`config.mk`:
```
export PLATFORM = sky130hd
export DESIGN_NAME = tx_serializer
export DESIGN_NICKNAME = d
export VERILOG_FILES = /design/src/rtl/tx_serializer.sv
export SDC_FILE = /design/constraint.sdc
export NUM_CORES = 1
export LEC_CHECK = 0
export BUFFER_PORTS_ARGS = -buffer_cell sky130_fd_sc_hd__buf_2
export CELL_PAD_IN_SITES_DETAIL_PLACEMENT = 1
export CELL_PAD_IN_SITES_GLOBAL_PLACEMENT = 1
export CORE_UTILIZATION = 44
export DETAILED_ROUTE_END_ITERATION = 8
export PLACE_DENSITY_LB_ADDON = 0.1
export SLEW_MARGIN = 0
export SYNTH_ARGS = -nofsm -noshare
export SYNTH_HDL_FRONTEND = slang
export SYNTH_SLANG_ARGS = --single-unit
```
`constraint.sdc`:
```
create_clock -name CLK -period 2.76 [get_ports CLK]
set_clock_uncertainty 0.2 [all_clocks]
set_input_delay 0 -clock CLK [delete_from_list [all_inputs] [get_ports CLK]]
set_output_delay 0 -clock CLK [all_outputs]
set_load 0.01 [all_outputs]
```
`src/rtl/tx_serializer.sv`:
```
// UART transmit engine: one-deep holding register feeding a start/data/parity/stop serializer.
// Optional parity support is compiled in with `define TX_PARITY_EN.
module tx_serializer #(
    parameter int unsigned DATA_W = 8,
    parameter int unsigned DIV_W  = 16
) (
    input  logic              CLK,
    input  logic              RESET_N,
    input  logic [DIV_W-1:0]  BAUD_DIV,
    input  logic              STOP2,
`ifdef TX_PARITY_EN
    input  logic              PARITY_ON,
    input  logic              PARITY_ODD,
`endif
    input  logic              LOAD,
    input  logic [DATA_W-1:0] DIN,
    output logic              TXD,
    output logic              TX_RDY,
    output logic              BUSY,
    output logic              TX_DONE,
    output logic              OVERRUN
);

    localparam int unsigned CntW = $clog2(DATA_W);

    typedef enum logic [2:0] {
        StIdle,
        StStart,
        StData,
`ifdef TX_PARITY_EN
        StParity,
`endif
        StStop1,
        StStop2
    } state_e;

    state_e            state_q;
    logic [DATA_W-1:0] hold_q;
    logic [DATA_W-1:0] shift_q;
    logic [DIV_W-1:0]  div_q;
    logic [DIV_W-1:0]  baud_cnt_q;
    logic [CntW-1:0]   bit_cnt_q;
    logic              stop2_q;
`ifdef TX_PARITY_EN
    logic              par_on_q;
    logic              par_bit_q;
`endif
    logic              txd_q;
    logic              tx_rdy_q;
    logic              busy_q;
    logic              tx_done_q;
    logic              overrun_q;

    logic bit_end;
    logic last_stop;
    logic frame_end;
    logic xfer;

    always_comb begin
        bit_end   = (baud_cnt_q == div_q);
        last_stop = (state_q == StStop2) || ((state_q == StStop1) && !stop2_q);
        frame_end = last_stop && bit_end;
        // A full holding register is moved to the shifter from IDLE or straight out of
        // the final stop bit, so back-to-back frames have no idle gap.
        xfer      = !tx_rdy_q && ((state_q == StIdle) || frame_end);
    end

    always_ff @(posedge CLK) begin
        if (!RESET_N) begin
            state_q    <= StIdle;
            hold_q     <= '0;
            shift_q    <= '0;
            div_q      <= '0;
            baud_cnt_q <= '0;
            bit_cnt_q  <= '0;
            stop2_q    <= 1'b0;
`ifdef TX_PARITY_EN
            par_on_q   <= 1'b0;
            par_bit_q  <= 1'b0;
`endif
            txd_q      <= 1'b1;
            tx_rdy_q   <= 1'b1;
            busy_q     <= 1'b0;
            tx_done_q  <= 1'b0;
            overrun_q  <= 1'b0;
        end else begin
            tx_done_q <= frame_end;

            if (LOAD) begin
                if (tx_rdy_q) begin
                    hold_q   <= DIN;
                    tx_rdy_q <= 1'b0;
                end else begin
                    overrun_q <= 1'b1;
                end
            end

            if (xfer) begin
                shift_q    <= hold_q;
                tx_rdy_q   <= 1'b1;
                div_q      <= BAUD_DIV;
                stop2_q    <= STOP2;
`ifdef TX_PARITY_EN
                par_on_q   <= PARITY_ON;
                par_bit_q  <= (^hold_q) ^ PARITY_ODD;
`endif
                baud_cnt_q <= '0;
                bit_cnt_q  <= '0;
                state_q    <= StStart;
                txd_q      <= 1'b0;
                busy_q     <= 1'b1;
            end else if (state_q != StIdle) begin
                if (!bit_end) begin
                    baud_cnt_q <= baud_cnt_q + DIV_W'(1);
                end else begin
                    baud_cnt_q <= '0;
                    unique case (state_q)
                        StStart: begin
                            txd_q     <= shift_q[0];
                            shift_q   <= shift_q >> 1;
                            bit_cnt_q <= '0;
                            state_q   <= StData;
                        end
                        StData: begin
                            if (bit_cnt_q == CntW'(DATA_W - 1)) begin
`ifdef TX_PARITY_EN
                                if (par_on_q) begin
                                    txd_q   <= par_bit_q;
                                    state_q <= StParity;
                                end else begin
                                    txd_q   <= 1'b1;
                                    state_q <= StStop1;
                                end
`else
                                txd_q   <= 1'b1;
                                state_q <= StStop1;
`endif
                            end else begin
                                txd_q     <= shift_q[0];
                                shift_q   <= shift_q >> 1;
                                bit_cnt_q <= bit_cnt_q + CntW'(1);
                            end
                        end
`ifdef TX_PARITY_EN
                        StParity: begin
                            txd_q   <= 1'b1;
                            state_q <= StStop1;
                        end
`endif
                        StStop1: begin
                            txd_q <= 1'b1;
                            if (stop2_q) begin
                                state_q <= StStop2;
                            end else begin
                                state_q <= StIdle;
                                busy_q  <= 1'b0;
                            end
                        end
                        StStop2: begin
                            txd_q   <= 1'b1;
                            state_q <= StIdle;
                            busy_q  <= 1'b0;
                        end
                        default: begin
                            state_q <= StIdle;
                            busy_q  <= 1'b0;
                            txd_q   <= 1'b1;
                        end
                    endcase
                end
            end
        end
    end

    assign TXD     = txd_q;
    assign TX_RDY  = tx_rdy_q;
    assign BUSY    = busy_q;
    assign TX_DONE = tx_done_q;
    assign OVERRUN = overrun_q;

endmodule

```
Word level (Yosys, flattened, before mapping)
Cells that the tools add are included.

storage, ports and cells
  memories kept = 0
  flip-flop bits (word level) = 60
  ROM bits = 0
  word-level logic and storage cells = 76
  bits in latches = 0
  RAM bits = 0
  output and inout port bits = 5

cells by class
  multiply operators = 0
  divide/modulo/power cells = 0
  shift-type cells = 0
  bitwise operators = 2
  mux-type cells = 24
  order comparisons = 0
  eq/ne operators = 12
  reduce and logical (&&, ||, !) cells = 23
  $add $sub $neg = 2

operator list
  operator                                        number
  2-to-1 mux 8 bit                                4
  adder 16 x 1 -> 16 bit (second input constant)  1
  == test 16 bit                                  1
  2-to-1 mux 16 bit                               1
  case mux 8 bit (2 select lines)                 1
  AND reduction 4 bit                             3
  2-to-1 mux 1 bit                                11
  2-to-1 mux 3 bit                                3
  inequality test 3 bit (second input constant)   3
  case mux 3 bit (3 select lines)                 1
  == test 3 x 2 -> 1 bit (second input constant)  2
  == test 3 bit (second input constant)           2
  case mux 3 bit (2 select lines)                 1
  AND reduction 2 bit                             3
  AND reduction 3 bit                             2
  nonzero test 2 bit                              3
  nonzero test 3 bit                              2
  inequality test 2 bit (second input constant)   2
  case mux 1 bit (2 select lines)                 2
  OR reduction 2 bit                              2
  adder 3 x 1 -> 3 bit (second input constant)    1
  == test 3 x 1 -> 1 bit (second input constant)  1
  logical AND 1 bit                               3
  zero test 3 bit                                 1
  other kinds (4)                                 7

Longest topological paths before layout
  depth in word-level cells = 8
  gate-level depth with buffers = 10
  depth with buffers taken out = 6

Worst setup path before layout
No wires, ideal clock.

  path type = flip-flop to flip-flop
  start = register baud_cnt_q[2]
  end = register txd_q (netlist: TXD)
  required time = 2.427 ns
  data arrival time = 1.732 ns
  path buffers = 3
  clock period less this slack = 2.065 ns
  stages on the path, launching flop included = 10
  setup slack = 0.695 ns
  setup time = 0.133 ns
  cells stage by stage = dfxtp_1 > xnor2_1 > nand4_1 > nor4_4 > a21oi_1 > buf_4 > buf_6 > buf_6 > o2111ai_1 > nand3_1

on the way
  longest elaborated chain between the ends = 6
  elaborated cells on any way between the ends = 8
  those cells by class = eq/ne (1); mux (1); reduce/logical (6)

RTL lines
  element                        RTL line  RTL
  start: declaration             41        logic [DIV_W-1:0] baud_cnt_q;
  start signal: assignment       114       baud_cnt_q <= baud_cnt_q + DIV_W'(1);
  == test 16 bit *               60        bit_end = (baud_cnt_q == div_q);
  logical AND 1 bit              62        frame_end = last_stop && bit_end;
  logical OR 1 bit               65        xfer = !tx_rdy_q && ((state_q == StIdle) || frame_end);
  logical AND 1 bit              65
  nonzero test 2 bit (no line)   -
  AND reduction 2 bit (no line)  -
  end signal: assignment         119       txd_q <= shift_q[0];
  end signal: assignment         139       txd_q <= shift_q[0];
  end: declaration               48        logic txd_q;

Mark *: on every way between the ends. The rest lies on a longest branch, timed or not.
A chain may end at the register's enable or synchronous reset.

Worst setup path after layout
  start = register baud_cnt_q[2]
  end = register shift_q[7]

on the way
  longest elaborated chain between the ends = 6
  elaborated cells on any way between the ends = 10
  those cells by class = eq/ne (2); mux (1); reduce/logical (7)

RTL lines
  element                                                        RTL line  RTL
  == test 16 bit *                                               60
  logical AND 1 bit                                              62
  logical OR 1 bit                                               65
  logical AND 1 bit                                              65
  inequality test 3 bit (no line), or another cell as far along  -
  AND reduction 4 bit (no line)                                  -
  end signal: assignment                                         99        shift_q <= hold_q;
  end signal: assignment                                         120       shift_q <= shift_q >> 1;
  end signal: assignment                                         140       shift_q <= shift_q >> 1;
  end: declaration                                               39        logic [DATA_W-1:0] shift_q;

Marked as above.

==> key figures <==
Status
  • Status: complete, no violations

CTS
  • Clk_lat worst skew: ~0.34 ns
  • CTS sink cnt: 60
  • Clk buf depth: 2
  • Root Buffer: clkbuf_8
  • CTS tree: yes
  • H-Tree Depth: 3
  • Worst-path clk slew: about 0.07 ns
  • CTS Buf Count: 9
  • Post CTS Setup Buffer Count: 0

Global route
  • Number of global-route vias before repair: approximately 2300
  • First-pass GRT wire length: around 11000 um
  • Initial antenna violation count: 0
  • Grt ovf: 0
  • GRT Total Usage: approximately 22%
  • Largest net degree at the start of global routing: 42

Synth
  • Netlist cell types: 33
  • Post-synth top cells: 60 x dfxtp_1, 33 x nor2_1, 28 x nand2_1, 25 x mux2i_1, 23 x xnor2_1
  • Synth warn: 0
  • Synthesized flop and latch total: 60
  • Leading area contributor after synthesis: dfxtp_1
  • Area share of the largest cell type after synthesis: between 40% and 50%
  • Synth Area per Inst: approximately 9.0 um2
  • Post-synth top flop: dfxtp_1
  • Post-synthesis async set-or-reset flop share: 0%
  • Post-synth EDFFs: 0
  • Mapped Nets: 329
  • Sequential area share after synthesis: about 45%
  • Post-Synthesis Cells: 298
  • Most frequent cell after synthesis: dfxtp_1
  • Top cells by area, synth: dfxtp_1 45%, mux2i_1 9.3%, xnor2_1 7.5%
  • Cell Area, Synth: roughly 2700 um2

Timing
  • Unrepaired setup endpoints after global routing: false
  • Setup TNS Final: 0 ns
  • Crit share post-route: between 80% and 90%
  • Worst Tran Pin Value: slightly above 0.6 ns
  • Final Max Slew Viols: 0
  • Setup-failing EPs final: 0
  • Final WS setup: around 0.28 ns
  • Fmax: between 400 and 500 MHz
  • Min Tclk post-route: between 2 and 2.5 ns
  • Rel. slew slack: between 50% and 60%
  • Final Hold Violating Endpoints: 0

Placement
  • DPL Wire Length: 4070 um
  • Port buffer count: 32
  • DP Worst Slack: approximately 0.28 ns
  • Placed Cells: roughly 390
  • Placer Congestion: between 0.7 and 0.8

Routing
  • Final wirelength: ~6300 um
  • DR DRC count: 0
  • WL met1: about 3100 um
  • Top layer in use: met4
  • Vias per cell: between 4 and 5
  • DR vias: 2197
  • Iter 0 DRT Violations: 46
  • Drt first pass iters: 4
  • Routed wl met3: roughly 190 um
  • Post-route antenna net violation count: 0
  • Wire length per cell: roughly 14 um
  • Met2 WL: between 2000 and 3000 um

Floorplanning
  • Initial Utilization: between 40% and 50%
  • Die X: between 80 and 90 um
  • Io pins: 33
  • CORE AREA: about 5900 um2
  • Die area: 6430 um2
  • # rows: 28
  • Die Y: around 80 um

Setup path
  • Crit-path slowest cell: nor4_4
  • Crit-path cells: xnor2_1 -> nand4_1 -> nor4_4 -> o211ai_1 -> buf_4 -> and3_1 -> o21a_1
  • Crit Path Max Fanout: 8
  • Worst Setup Start Kind: register
  • Setup crit end kind: register
  • WP buf/inv: 1
  • Critical path type: register to register
  • Max incr delay on CP: approximately 0.49 ns
  • CP top delay family: simple AND/OR/NAND/NOR gates
  • Arr. time, crit path: approximately 2.5 ns
  • Worst Path Required: about 2.8 ns

Run
  • Max Cap Violations: 0

Pwr
  • Leak pwr: 1.45 nW
  • Peak VDD IR: 0.000385 V
  • Pwr dens: 768 nW/um2

Layout
  • Area grow syn2layout: 29.3%
  • Fill cell count: around 680
  • Antenna diodes: 0
  • Layout cells sized above 1: ~16%
  • Layout Cells excl Fill: approximately 450
  • Layout Nets: approximately 400

Worst hold path
  • Hold Path Class: primary input to register
==> sequential cells by signal, summed over array words and instances (netlist names) <==
| name | flops |
|---|---|
| baud_cnt_q | 16 |
| div_q | 16 |
| hold_q | 8 |
| shift_q | 8 |
| bit_cnt_q | 3 |
| state_q | 3 |
| BUSY | 1 |
| OVERRUN | 1 |
| TXD | 1 |
| TX_DONE | 1 |
| TX_RDY | 1 |
| stop2_q | 1 |
==> report_power, final <==
group          internal [W]  total [W]  switching, W
clock network      0.000514   0.000862      0.000348
registers          0.000979    0.00107     0.0000929
logic              0.000331   0.000740      0.000409
total               0.00182    0.00267      0.000850
==> worst min-delay path, delay by kind of cell <==
kind                   cells  cell delay (ns)
buffers and inverters      2             0.61
and+or+nand+nor            1             0.09
muxes                      1             0.05
==> path summary, 6_finish.rpt <==
path | slack, ns | endpoint | cells after the start | from
worst max-delay path | 0.28 | shift_q[7] | 7 | baud_cnt_q[2]
worst min-delay path | 0.25 | div_q[9] | 4 | BAUD_DIV[9]
worst max register to register | 0.28 | shift_q[7] | 7 | baud_cnt_q[2]
worst min register to register | 0.27 | bit_cnt_q[1] | 2 | bit_cnt_q[1]
==> timing repair <==
action                                 4_1_cts  5_1_grt
hold buffers                                35        0
gates resized for setup                      0        0
endpoints found under the hold margin       28        0
==> area by class of cell <==
type / count / area (um2) / area share, %
inverter: 5 / 18.8 / 0.539
sequential: 60 / 1200 / 34.5
multi-input combinational: 217 / 1400 / 40.2
clock buffer: 13 / 179 / 5.14
clock inverter: 3 / 42.5 / 1.22
tap: 75 / 93.8 / 2.70
timing repair buffer: 72 / 548 / 15.7
==> layout by cell type, fill, tap and decap left out, types with 2 or more instances in the layout <==
cell	n
a21boi_1	2
buf_2	32
nor3_1	4
clkbuf_8	13
nand2_1	28
dlygate4sd3_1	35
nand4_1	7
a21boi_0	9
ha_1	3
inv_1	5
nand3_1	13
buf_4	5
dfxtp_1	60
and3_1	3
and3b_1	2
o21ai_0	10
a21oi_1	13
o21a_1	2
or2_2	3
xnor2_1	23
xor2_1	7
mux2i_1	25
nor2b_1	19
nor2_1	33
nand2b_1	2
==> logic make-up after synthesis <==
family / count (synthesis) / synth area share (%)
AO/OA/AOI/OAI: 42 / 9.53
adder cells (fa/ha/maj): 3 / 1.39
flip-flops: 60 / 44.6
buffers and inverters: 21 / 3.86
XOR/XNOR: 30 / 9.76
AND/OR/NAND/NOR: 117 / 21.5
multiplexers: 25 / 9.30
==> metal layers <==
metal | up-vias | global-route usage [%]
met4 | 0 | 11.1
li1 | 1133 | -
met3 | 12 | 4.55
met1 | 1019 | 28.5
met2 | 33 | 35.7
met5 | - | 0
==> stage by stage <==
stage          instance area, um2  power (W)  hold WS, ns  utilization (%)
3_3_place_gp                 2910    0.00177       0.0544             49.1
3_5_place_dp                 2910    0.00178       0.0610             49.1
4_1_cts                      3480    0.00270        0.239             58.8
6_report                     3480    0.00267        0.254             58.8
2_1_floorplan                2690    0.00161      -0.0439                -
5_1_grt                      3480    0.00284        0.277             58.8
Note: power is estimated with default switching activity, not from simulation.
